===== src/rtl/seven_seg_scan_ctrl.sv =====
// Time-multiplexed scan controller for a row of common-anode 7-segment digits.
// Feeds one shared BCD decoder and strobes anodes with a blank guard band per slot.
module seven_seg_scan_ctrl #(
  parameter int NUM_DIGITS   = 4,
  parameter int REFRESH_DIV  = 50000,
  parameter int BLANK_CYCLES = 16,
  localparam int IW = (NUM_DIGITS > 1) ? $clog2(NUM_DIGITS) : 1,
  localparam int CW = (REFRESH_DIV > 1) ? $clog2(REFRESH_DIV) : 1,
  localparam int DW = 4 * NUM_DIGITS
) (
  input  logic            clk,
  input  logic            rst_n,
  input  logic            enable,
  input  logic            load,
  input  logic [DW-1:0]   digits_in,
  input  logic            lz_en,
  output logic [3:0]      bin_out,
  output logic [NUM_DIGITS-1:0] an_n,
  output logic [IW-1:0]   digit_idx,
  output logic            frame_tick
);

  typedef enum logic [1:0] {
    IDLE  = 2'd0,
    BLANK = 2'd1,
    SHOW  = 2'd2
  } state_e;

  state_e                 state_q, state_d;
  logic [CW-1:0]          cnt_q, cnt_d;
  logic [IW-1:0]          idx_q, idx_d;
  logic [DW-1:0]          shadow_q, shadow_d;
  logic [DW-1:0]          pend_q, pend_d;
  logic                   pv_q, pv_d;
  logic [3:0]             bin_q, bin_d;
  logic [NUM_DIGITS-1:0]  an_q, an_d;
  logic                   tick_q, tick_d;

  logic                   slot_end;
  logic                   last_digit;
  logic                   boundary;
  logic [3:0]             sel_val;
  logic                   upper_nz;
  logic [3:0]             disp_val;

  assign slot_end   = (cnt_q == CW'(REFRESH_DIV - 1));
  assign last_digit = (idx_q == IW'(NUM_DIGITS - 1));
  // The cycle that carries the scan from the last digit's SHOW into digit 0's BLANK.
  assign boundary   = enable && (state_q == SHOW) && slot_end && last_digit;

  // Display value of the digit about to be addressed, from the shadow it will see.
  always_comb begin
    sel_val  = 4'h0;
    upper_nz = 1'b0;
    for (int i = 0; i < NUM_DIGITS; i++) begin
      if (IW'(i) == idx_d) begin
        sel_val = shadow_d[4*i +: 4];
      end
      if ((IW'(i) >= idx_d) && (shadow_d[4*i +: 4] != 4'h0)) begin
        upper_nz = 1'b1;
      end
    end
    if (lz_en && (idx_d != '0) && !upper_nz) begin
      disp_val = 4'hF;
    end else begin
      disp_val = sel_val;
    end
  end

  always_comb begin
    state_d  = state_q;
    cnt_d    = cnt_q;
    idx_d    = idx_q;
    shadow_d = shadow_q;
    pend_d   = pend_q;
    pv_d     = pv_q;
    tick_d   = 1'b0;

    if (load) begin
      pend_d = digits_in;
      pv_d   = 1'b1;
    end
    // A load on the boundary cycle itself is already in pend_d, giving the bypass.
    if (((state_q == IDLE) || boundary) && pv_d) begin
      shadow_d = pend_d;
      pv_d     = 1'b0;
    end

    if (!enable) begin
      state_d = IDLE;
      cnt_d   = '0;
      idx_d   = '0;
    end else begin
      case (state_q)
        IDLE: begin
          state_d = BLANK;
          cnt_d   = '0;
          idx_d   = '0;
        end
        BLANK: begin
          cnt_d = cnt_q + CW'(1);
          if (cnt_q == CW'(BLANK_CYCLES - 1)) begin
            state_d = SHOW;
          end
        end
        SHOW: begin
          if (slot_end) begin
            state_d = BLANK;
            cnt_d   = '0;
            idx_d   = last_digit ? '0 : idx_q + IW'(1);
            tick_d  = last_digit;
          end else begin
            cnt_d = cnt_q + CW'(1);
          end
        end
        default: begin
          state_d = IDLE;
          cnt_d   = '0;
          idx_d   = '0;
        end
      endcase
    end
  end

  // Outputs are registered copies derived from the next state.
  always_comb begin
    an_d  = '1;
    bin_d = 4'hF;
    case (state_d)
      BLANK: bin_d = disp_val;
      SHOW: begin
        an_d[idx_d] = 1'b0;
        bin_d       = bin_q;
      end
      default: begin
        an_d  = '1;
        bin_d = 4'hF;
      end
    endcase
  end

  always_ff @(posedge clk or negedge rst_n) begin
    if (!rst_n) begin
      state_q  <= IDLE;
      cnt_q    <= '0;
      idx_q    <= '0;
      shadow_q <= '0;
      pend_q   <= '0;
      pv_q     <= 1'b0;
      bin_q    <= 4'hF;
      an_q     <= '1;
      tick_q   <= 1'b0;
    end else begin
      state_q  <= state_d;
      cnt_q    <= cnt_d;
      idx_q    <= idx_d;
      shadow_q <= shadow_d;
      pend_q   <= pend_d;
      pv_q     <= pv_d;
      bin_q    <= bin_d;
      an_q     <= an_d;
      tick_q   <= tick_d;
    end
  end

  assign bin_out    = bin_q;
  assign an_n       = an_q;
  assign digit_idx  = idx_q;
  assign frame_tick = tick_q;

endmodule

===== config.mk =====
export PLATFORM = sky130hd
export DESIGN_NAME = seven_seg_scan_ctrl
export DESIGN_NICKNAME = d
export VERILOG_FILES = /design/src/rtl/seven_seg_scan_ctrl.sv
export SDC_FILE = /design/constraint.sdc
export NUM_CORES = 1
export LEC_CHECK = 0
export ABC_AREA = 1
export BUFFER_PORTS_ARGS = -buffer_cell sky130_fd_sc_hd__buf_2
export CORE_ASPECT_RATIO = 0.7
export CORE_UTILIZATION = 35
export DETAILED_ROUTE_END_ITERATION = 16
export SYNTH_ARGS = -nofsm -noshare
export SYNTH_HDL_FRONTEND = slang
export SYNTH_SLANG_ARGS = --single-unit

===== constraint.sdc =====
create_clock -name clk -period 3.3 [get_ports clk]
set_clock_uncertainty 0.05 [all_clocks]
set_input_delay 0.495 -clock clk [delete_from_list [all_inputs] [get_ports clk]]
set_output_delay 0.495 -clock clk [all_outputs]
set_load 0.02 [all_outputs]

Yosys cells after proc, flatten, opt, wreduce, memory -nomap -nowiden

Index checks and enable logic that the tools add are counted.

Flip-flop bits (word level): 62
Logic and storage cells: 79
Output and inout bits: 11

Bitwise operators: 1
$lt $le $gt $ge: 6
Muxes and demuxes: 31
Eq/ne operators: 10
Add/sub/neg operators: 2
Reductions and logical operators: 20

Operators by type and width:

| kind                    | number |
|---|---|
| $mux W16                | 4 |
| $pmux W16 S2            | 1 |
| $mux W4                 | 6 |
| $add A16 B1 Y16 const B | 1 |
| $eq A16 B16 Y1 const B  | 1 |
| $eq A16 B4 Y1 const B   | 1 |
| $reduce_bool A4 Y1      | 4 |
| $mux W2                 | 6 |
| $logic_and A1 B1 Y1     | 11 |
| $mux W1                 | 10 |
| $pmux W4 S2             | 1 |
| $eq A2 B2 Y1 const B    | 3 |
| $pmux W2 S3             | 1 |
| $eq A2 B1 Y1 const B    | 2 |
| $eq A2 B2 Y1 const A    | 2 |
| $ge A1 B2 Y1 const A    | 2 |
| $ge A2 B2 Y1 const A    | 2 |
| $logic_not A2 Y1        | 2 |
| $not A4 Y4              | 1 |
| $pmux W2 S2             | 1 |
| $lt A2 B3 Y1 const B    | 1 |
| $add A2 B1 Y2 const B   | 1 |
| $demux W1 S2            | 1 |
| $eq A1 B2 Y1 const A    | 1 |
| other kinds (4)         | 4 |

Depth between registers and ports, before layout

Gate-level depths: netlist of run 1.

Depth in word-level cells: 17
Gate-level depth with buffers: 18

Least setup slack after synthesis of run 1

OpenSTA, ideal clock, no wires.

Path type: register to register
Start: reg state_q[0]
End: reg bin_q[0], in the netlist bin_out[0]
Period minus slack after synthesis: 1967 ps
Data arrival time: 1859 ps
Slack: 1333 ps
Setup time: 58 ps
Cell stages (with the launch flop): 16
Cells stage by stage: dfrtp_1 -> inv_1 -> ha_1 -> nand2_1 -> nor2_1 -> nand3_2 -> nand2_4 -> nand2_4 -> buf_6 -> o21ai_2 -> nand3_1 -> nor2_1 -> nand3_2 -> nand3_1 -> nand2_1 -> inv_1

Longest elaborated chain between the ends: 17
Elaborated cells on any way between the ends: 47

RTL lines:

| element                           | RTL line | source |
|---|---|---|
| from (decl)                       | 29       | `state_e state_q, state_d;` |
| from (signal assigned)            | 154      | `state_q <= state_d;` |
| $eq A2 B2 Y1                      | 49, 94   |  |
| $logic_and A1 B1 Y1 (3 in series) | 49       | `assign boundary = enable && (state_q == SHOW) && slot_end && last_digit;` |
| $logic_or A1 B1 Y1                | 84       | `if (((state_q == IDLE) \|\| boundary) && pv_d) begin` |
| $logic_and A1 B1 Y1               | 84       |  |
| $mux W16                          | 84       |  |
| $reduce_bool A4 Y1                | 59       | `if ((IW'(i) >= idx_d) && (shadow_d[4*i +: 4] != 4'h0)) begin` |
| $logic_and A1 B1 Y1               | 59       |  |
| $mux W1 (4 in series)             | 59       |  |
| $logic_not A1 Y1                  | 63       | `if (lz_en && (idx_d != '0) && !upper_nz) begin` |
| $logic_and A1 B1 Y1               | 63       |  |
| $mux W4                           | 63       |  |
| $pmux W4 S2                       | 129      | `case (state_d)` |
| to (signal assigned)              | 160      | `bin_q <= bin_d;` |
| to (decl)                         | 35       | `logic [3:0] bin_q, bin_d;` |

Parallel ways exist; a longest one is shown, timed or not.
A chain may end at the register's enable or synchronous reset.

Final worst setup path of run 1

Start: reg state_q[0]
End: reg bin_q[3], in the netlist bin_out[3]

Elaborated cells on any way between the ends: 47

RTL lines:

| element                           | RTL line | source |
|---|---|---|
| $eq A2 B2 Y1                      | 49       |  |
| $logic_and A1 B1 Y1 (3 in series) | 49       |  |
| $logic_or A1 B1 Y1 (*)            | 84       |  |
| $logic_and A1 B1 Y1 (*)           | 84       |  |
| $mux W16 (*)                      | 84       |  |
| net shadow_d[5]                   | 32       | `logic [DW-1:0] shadow_q, shadow_d;` |
| $reduce_bool A4 Y1 (*)            | 59       |  |
| $logic_and A1 B1 Y1 (*)           | 59       |  |
| $mux W1 (*) (3 in series)         | 59       |  |
| $logic_not A1 Y1 (*)              | 63       |  |
| $logic_and A1 B1 Y1 (*)           | 63       |  |
| $mux W4 (*)                       | 63       |  |
| $pmux W4 S2 (*)                   | 129      |  |

The timed path passes the listed nets; every way through them passes the cells marked *.

==> qor.yml, run 1 <==
rows: 27
diodes: 0
synth_fa_ha_area_share_pct: 2.48
num_io_pins: 32
yosysWarnings: 0
path_class: "reg -> reg"
avgSynthCellArea_um2: 8.03
synthTopCellsByArea: "dfrtp_1 45%, nand2_1 15%, dfstp_2 6.9%, nor2_1 5.5%, inv_1 5.3%"
clock-sinks: 62
cts_made_buffers: 9
hold_class: "in -> async"
synth_compound_area_share_pct: 4.21
synthSimpleGateAreaFrac_pct: 32.1
ant_nets: 0
start_kind: "flop"
globalplace.congestion: 0.854
cpMostUsedCell: "nand2_1"
r2r_start: "state_q[0]"
grt_pass1_wl_um: 10800
fin_crit_sh_pct: 70.3
synthFlopType: "dfrtp_1"
initial_core_util_pct: 37.3
cap_violations: 0
hold_violations: 0
finalNetCount: 441
drtIter0Drc: 119
placement.io_buffers: 31
core_mm2: 0.00811
reg2reg_to: "bin_out[3]"
die_h_um: 79.8
slew_viol_final: 0
cts_buffer_depth: 2
critical_path_buf_inv_count: 3
synth.distinct_cells: 34
routedWlPerCell_um: 12.0
crit_family: "simple AND/OR/NAND/NOR gates"
path_depth: 15
grt_max_degree: 47
dieArea_mm2: 0.00903
crit_start: "state_q[0]"
cts_resized: 0
synth_top_cells_by_count: "123 x nand2_1, 54 x dfrtp_1, 44 x nor2_1"
slowest_stage: "dfrtp_1"
relSlewSlack_pct: 33.9
p_leak_nw: 1.86
ir_drop_uv: 276
status: "completed"
synth_top_family_by_area: "simple AND/OR/NAND/NOR gates"
first_global_vias: 2179
dp_slack_ps: 979
min_period_ps: 2320
drive_gt1_share_pct: 19.1
synthArstFlopShare_pct: 100
ys_seq_area_share_pct: 51.6
worstSetupEndpoint: "bin_out[3]"
syn_area_mm2: 0.00303
cts_hold_buf: 0
hpwl_um: 4670
die_w_um: 113
setup_viol: 0
synth-edff-count: 0
ys_seq_elements: 62
area_growth_syn_to_layout_pct: 18.7
syn-num-nets: 404
worst_pin_slew_ps: 991
yosys.area.top_type: "dfrtp_1"
crit_chain: "inv_1 > ha_1 > nand2_1 > nor2_1 > nand3_2 > nand2_4 > nand2_4 > o21ai_1 > inv_2 > nand3_1 > nand2_1 > nand3_2 > nand3_1 > nand2_1 > inv_1"
antenna_found_initial: 0
r2r_slack_ps: 980
cts_tree: "built"
synth_xor_area_share_pct: 1.45
cp_max_fo: 22
clk_pin_slew_ps: 50
timing.final.ws_setup_ps: 979
cpPeakStageDelay_ps: 410
clockRootBuffer: "clkbuf_16"
routed-via-count: 2378
pwr_density_cell_mw_per_mm2: 567
netlist_instances: 377
yosysMostFrequentCell: "nand2_1"
muxShareOfSynthArea_pct: 0.331
reg2regPathDepth: 15
rsz0062_at_grt: "false"
drc: 0
arrival_ps: 2530
end_kind: "flop"
via_per_inst: 4.57
clock_latency_ps: 320
final.fill_count: 783
max_freq_mhz: 431
setup_tns_ps: 0
netlist.area_leader.share_pct: 44.6
drt-total-wl_um: 6260
drt_pass1_iterations: 4
ctsHtreeMaxLevel: 3
cp.required_ps: 3510
gr-usage-all-layers_pct: 15.6
grt_overflow_total: 0
postCtsSetupRepairBufs: 0
state kept, by name (all words and copies together), names as in the netlist:
signal and flops:
shadow_q 16, an_n 4, bin_out 4, digit_idx 2
pend_q 16, state_q 2, frame_tick 1, pv_q 1
cnt_q 16
how the worst min path moves through the flow:
stage                       startpoint    endpoint  slack (ps)  depth (start not counted)
after global placement        cnt_q[0]    cnt_q[0]         390                          1
after detailed placement     pend_q[3]   pend_q[3]         410                          2
after global routing      digits_in[9]   pend_q[9]         370                          3
after CTS                        rst_n  state_q[0]         330                          1
final                            rst_n  state_q[0]         280                          1
after floorplan                  rst_n    cnt_q[0]         150                          0
worst register-to-register path, stage by stage, from the launching register on:
cell	delay (ps)
dfrtp_1	410
inv_1	90
ha_1	260
nand2_1	70
nor2_1	120
nand3_2	120
nand2_4	130
nand2_4	170
o21ai_1	380
inv_2	40
nand3_1	80
nand2_1	60
nand3_2	90
nand3_1	80
nand2_1	70
inv_1	40
final cells by class:
class / instances / area (µm²) / area share [%]
sequential: 62 / 1560 / 43.5
multi-input combinational: 256 / 1230 / 34.2
clock buffer: 10 / 229 / 6.37
inverter: 53 / 199 / 5.54
timing repair buffer: 32 / 163 / 4.53
tap: 101 / 126 / 3.52
clock inverter: 6 / 86.3 / 2.40
cell families (layout without fill, tap and decap cells):
kind of cell    Yosys count  count (layout)
xor+xnor                  5               5
simple gates            224             224
fa+ha+maj                 6               6
flops                    62              62
mux                       1               1
compound gates           20              20
buf+inv                  59             101
per-layer routing:
layer | track usage (%) | vias to the layer above | wire length, µm
met1 | 24.4 | 1085 | 3550
met3 | 5.54 | 4 | 336
met4 | 4.34 | 0 | 53
li1 | - | 1238 | -
met5 | 0 | - | 0
met2 | 19.3 | 51 | 2330
report_power, final:
part           internal (mW)  total [mW]  switching, mW
Clock                  0.659       0.985          0.326
Sequential             0.825       0.841         0.0165
Combinational         0.0653       0.213          0.147
placed cells by master, fill, tap and decap left out, types with 3 or more instances in the layout:
cell       synthesis  routed
a21oi_1            5       5
buf_2              1      31
clkbuf_16          0       9
dfrtp_1           54      54
dfstp_2            8       8
ha_1               6       6
inv_1             43      43
inv_2              8       8
nand2_1          123     123
nand2_2            5       5
nand3_1           31      31
nand3_2            3       3
nand3b_1           3       3
nor2_1            44      44
nor3_1             6       6
o21ai_1            4       4
o21ai_2            4       4
xor2_1             3       3
per-stage QoR:
| stage | cell area (µm²) | total power, mW | hold slack [ps] | instances | util [%] |
|---|---|---|---|---|---|
| floorplan | 3030 | 0.999 | 149 | 377 | - |
| global placement | 3280 | 1.07 | 393 | 504 | 40.4 |
| detailed placement | 3280 | 1.07 | 414 | 504 | 40.4 |
| CTS | 3590 | 2.07 | 325 | 520 | 44.3 |
| global route | 3590 | 2.15 | 366 | 520 | 44.3 |
| finish | 3590 | 2.04 | 276 | 520 | 44.3 |
No activity file was read; power rests on OpenSTA's default activity.
==> run 2, diff against run 1 <==
==> constraint.sdc (replaced) <==
create_clock -name clk -period 2.2 [get_ports clk]
set_clock_uncertainty 0.05 [all_clocks]
set_input_delay 0.33 -clock clk [delete_from_list [all_inputs] [get_ports clk]]
set_output_delay 0.33 -clock clk [all_outputs]
set_load 0.02 [all_outputs]
==> qor.yml, run 2 (synthesized netlist as in run 1, its figures left out) <==
postPlaceCellArea_mm2: 0.00334
final.fill_count: 791
end_kind: "flop"
cp.required_ps: 2410
setup_viol: 0
finish.instance_area_mm2: 0.00380
worst_pin_slew_ps: 329
multiInputGateArea_mm2: 0.00133
hold_violations: 0
register_area_mm2: 0.00156
path_class: "reg -> reg"
hold_class: "in -> reg"
final_common_cell: "nand2_1"
rsz0062_at_grt: "true"
drtIter0Drc: 127
initial_core_util_pct: 37.3
routed-via-count: 2480
placement.io_buffers: 31
core_mm2: 0.00811
routedWlPerCell_um: 12.7
drt-total-wl_um: 6800
crit_chain: "inv_1 > ha_1 > nand2_1 > nor2_2 > nand3_2 > nand2_4 > nand2_4 > o21ai_2 > inv_2 > nand3_1 > nand2_1 > nand3_2 > nand3_1 > nand2_1 > inv_1"
grt_overflow_total: 0
diodes: 0
status: "completed"
layout.cells.non_filler: 534
cap_violations: 0
relSlewSlack_pct: 78.1
p_comb_share_pct: 11.7
p_leak_nw: 1.95
area_growth_syn_to_layout_pct: 25.6
timing.final.ws_setup_ps: 135
drive_gt1_share_pct: 26.1
cts_made_buffers: 9
max_freq_mhz: 484
hold_path_depth: 3
rows: 27
grt_pass1_wl_um: 11000
ant_nets: 0
cp_max_fo: 11
p_sw_share_pct: 26.6
dp_slack_ps: -43.3
cpMostUsedCell: "nand2_1"
clock-sinks: 62
start_kind: "flop"
drt_pass1_iterations: 4
arrival_ps: 2280
cts_buffer_depth: 2
fin_crit_sh_pct: 93.9
hpwl_um: 4740
num_io_pins: 32
pwr-share-seq_pct: 41.3
ctsHtreeMaxLevel: 3
cpPeakStageDelay_ps: 380
first_global_vias: 2275
utilization_pct: 46.9
globalplace.congestion: 0.857
grt_max_degree: 63
die_h_um: 79.8
slew_viol_final: 0
dieArea_mm2: 0.00903
power.internal_mw: 2.24
min_period_ps: 2060
pwr-share-clk_pct: 46.9
reg2regPathDepth: 15
antenna_found_initial: 0
cts_tree: "built"
gr-usage-all-layers_pct: 15.8
mostFrequentLayoutCells: "117 x nand2_1, 54 x dfrtp_1, 42 x inv_1"
reg.largest.list: "cnt_q: 16 flops, pend_q: 16 flops, shadow_q: 16 flops"
drc: 0
dp_cells: 510
ir_drop_uv: 313
die_w_um: 113
switchingPower_mw: 0.813
slowest_stage: "dfrtp_1"
clockRootBuffer: "clkbuf_16"
finalNetCount: 455
via_per_inst: 4.64
clk_pin_slew_ps: 60
clock_latency_ps: 320
pwr_density_cell_mw_per_mm2: 803
==> run 2: worst paths after layout <==
kind                              start     endpoint  slack (ps)
hold reg to reg             shadow_q[0]  shadow_q[0]         430
hold / removal             digits_in[6]    pend_q[6]         200
setup reg to reg             state_q[0]   bin_out[3]         140
min in group asynchronous         rst_n     cnt_q[3]         490
max in group asynchronous         rst_n   bin_out[2]        1320
setup / recovery             state_q[0]   bin_out[3]         140
==> run 2: power by group through the flow <==
stage | combinational (mW) | clock [mW] | sequential [mW]
detailed placement | 0.332 | 0 | 1.28
finish | 0.359 | 1.43 | 1.26
global route | 0.409 | 1.53 | 1.27
global placement | 0.327 | 0 | 1.28
floorplan | 0.210 | 0 | 1.29
CTS | 0.337 | 1.47 | 1.26
==> run 2: worst max-delay path: cells and delay by family (launching register included) <==
family	cells	cell delay, ps
DFF	1	380
and+or+nand+nor	10	960
AOI/OAI and AO/OA	1	260
adders and majority gates	1	190
buffers and inverters	3	170
==> run 2: area by class of cell <==
type / instances / share of cell area (%)
sequential: 62 / 41.1
multi-input combinational: 257 / 35.0
timing repair buffer: 45 / 7.34
clock buffer: 9 / 5.92
inverter: 53 / 5.23
tap: 101 / 3.32
clock inverter: 7 / 2.11
==> run 2: per-stage QoR <==
step | hold slack [ps] | total power [mW] | TNS (ps)
floorplan | -15.6 | 1.50 | 0
global placement | 311 | 1.61 | 0
detailed placement | 312 | 1.61 | -135
CTS | 187 | 3.07 | 0
global route | 207 | 3.21 | -171
finish | 200 | 3.06 | 0
==> run 2: metal layers <==
metal / global-route usage (%) / wire length, µm / up-vias
met5: 0 / 0 / -
met1: 23.9 / 3650 / 1130
met4: 5.79 / 65 / 0
met2: 21.5 / 2680 / 67
met3: 3.87 / 398 / 5
li1: - / - / 1278
==> run 2: what timing repair did <==
| item | 4_1_cts | 5_1_grt |
|---|---|---|
| hold buffers | 1 | 0 |
| gates cloned | 0 | 1 |
| endpoints found under the setup margin | 4 | 19 |
| pin swaps | 0 | 4 |
| hold endpoints to repair | 54 | 0 |
| setup buffers | 0 | 6 |
| gates resized for setup | 1 | 25 |
==> run 3, diff against run 2 <==
--- a/config.mk
+++ b/config.mk
@@ -8,8 +8,9 @@
 export ABC_AREA = 1
 export BUFFER_PORTS_ARGS = -buffer_cell sky130_fd_sc_hd__buf_2
 export CORE_ASPECT_RATIO = 0.7
-export CORE_UTILIZATION = 35
+export CORE_UTILIZATION = 50
 export DETAILED_ROUTE_END_ITERATION = 16
+export PLACE_DENSITY = 0.7
 export SYNTH_ARGS = -nofsm -noshare
 export SYNTH_HDL_FRONTEND = slang
 export SYNTH_SLANG_ARGS = --single-unit
==> qor.yml, run 3 (synthesized netlist as in run 1, its figures left out) <==
routedWlPerCell_um: 13.7
r2r_start: "state_q[0]"
ir_drop_uv: 452
rows: 23
routed-via-count: 2563
whs_endpoint: "pend_q[2]"
drtIter0Drc: 138
p_leak_nw: 2.01
grt_pass1_wl_um: 10800
reg2reg_to: "bin_out[0]"
cp_max_fo: 6
finalNetCount: 470
area_growth_syn_to_layout_pct: 31.7
globalplace.congestion: 0.891
fin_crit_sh_pct: 94.8
num_io_pins: 32
dp_slack_ps: 0.329
reg2regPathDepth: 14
cts_tree: "built"
clockRootBuffer: "clkbuf_8"
gr-usage-all-layers_pct: 23.1
clock_latency_ps: 350
cpPeakStageDelay_ps: 420
arrival_ps: 2320
mostFrequentLayoutCells: "107 x nand2_1, 52 x dfrtp_1, 41 x inv_1"
clk_pin_slew_ps: 80
holdCritStartpoint: "digits_in[2]"
setup_viol: 0
dieArea_mm2: 0.00638
cts_buffer_depth: 2
max_freq_mhz: 479
r2r_slack_ps: 110
pwr_density_cell_mw_per_mm2: 741
antenna_found_initial: 0
hpwl_um: 4580
finish.instance_area_mm2: 0.00399
crit_family: "simple AND/OR/NAND/NOR gates"
drt-total-wl_um: 7170
ctsHtreeMaxLevel: 3
die_w_um: 95.0
ant_nets: 0
first_global_vias: 2320
postPlaceCellArea_mm2: 0.00333
hold_violations: 0
grt_max_degree: 42
drt_pass1_iterations: 4
slew_viol_final: 0
utilization_pct: 68.9
dp_cells: 488
setup_tns_ps: 0
reg.largest.list: "cnt_q: 16 flops, pend_q: 16 flops, shadow_q: 16 flops"
cts_made_buffers: 9
slowest_stage: "dfrtp_1"
critical_path_buf_inv_count: 2
worst_pin_slew_ps: 534
power_mw: 2.95
start_kind: "flop"
rsz0062_at_grt: "true"
die_h_um: 67.1
crit_chain: "inv_2 > ha_4 > nand2_2 > nor2_4 > nand3_4 > nand2_8 > nand2_8 > o21ai_4 > nand3_2 > nor2_2 > nand3_2 > nand3_2 > nand2_1 > inv_1"
cpMostUsedCell: "nand3_2"
final_common_cell: "nand2_1"
clock-sinks: 62
min_period_ps: 2090
placement.io_buffers: 31
path_class: "reg -> reg"
layout.cells.non_filler: 523
relSlewSlack_pct: 64.4
timing.final.ws_setup_ps: 114
hold_path_depth: 3
crit_start: "state_q[0]"
fin_hold_ws_ps: 180
hold_class: "in -> reg"
via_per_inst: 4.90
cap_violations: 0
grt_overflow_total: 0
cp.required_ps: 2440
end_kind: "flop"
core_mm2: 0.00578
drc: 0
initial_core_util_pct: 52.3
drive_gt1_share_pct: 33.5
diodes: 0
final.fill_count: 459
status: "completed"
[run 3: changes by cell type in the layout (fill, tap and decap cells not counted), moves of 3 or more]
cell | previous run | this run
clkbuf_8 | 0 | 9
buf_4 | 11 | 24
nand2_1 | 117 | 107
o21ai_2 | 4 | 1
o21ai_4 | 1 | 4
clkbuf_16 | 9 | 0
nand2_8 | 1 | 4
nand3_2 | 2 | 7
nand2_2 | 10 | 18
nand3_1 | 31 | 25
[run 3: area by class of cell]
type                            instances  area, µm²  area share, %
Multi-Input combinational cell        259       1510           37.8
Clock buffer                            9        124           3.11
Inverter                               53        201           5.05
Timing Repair Buffer                   58        377           9.45
Sequential cell                        62       1560           39.2
Clock inverter                          7        120           3.01
Tap cell                               75       93.8           2.35
[run 3: metal layers]
layer  global-route usage (%)  part of all wire [%]
met5                        0                     0
met2                     32.0                    43
met3                     6.85                   7.6
met1                     34.2                    49
met4                     7.39                  0.82
[run 3: worst max path at each step]
stage | slack [ps] | endpoint | cells after the start
4_1_cts | 40 | bin_out[0] | 16
3_5_place_dp | 0.3 | bin_out[1] | 14
6_report | 110 | bin_out[0] | 14
5_1_grt | -30 | cnt_q[15] | 11
3_3_place_gp | 60 | bin_out[1] | 14
2_1_floorplan | 230 | bin_out[0] | 15
[run 3: worst register-to-register path, cell delays in order, from the launching register on]
cell and delay, ps:
dfrtp_1 420, inv_2 100, ha_4 140, nand2_2 60
nor2_4 140, nand3_4 110, nand2_8 160, nand2_8 110
o21ai_4 210, nand3_2 80, nor2_2 120, nand3_2 130
nand3_2 90, nand2_1 50, inv_1 50
[run 3: power by group]
part	internal, mW	total [mW]	leakage [nW]	switching, mW
Sequential	1.24	1.27	0.774	0.0352
Combinational	0.164	0.449	1.11	0.285
Clock	0.758	1.23	0.120	0.475
[run 3: repair_timing]
item,in CTS,in global routing
hold buffers,1,0
pin swaps,0,20
cloned,0,3
hold endpoints to repair,13,0
gates resized for setup,2,59
setup buffers,0,15
endpoints found under the setup margin,4,9
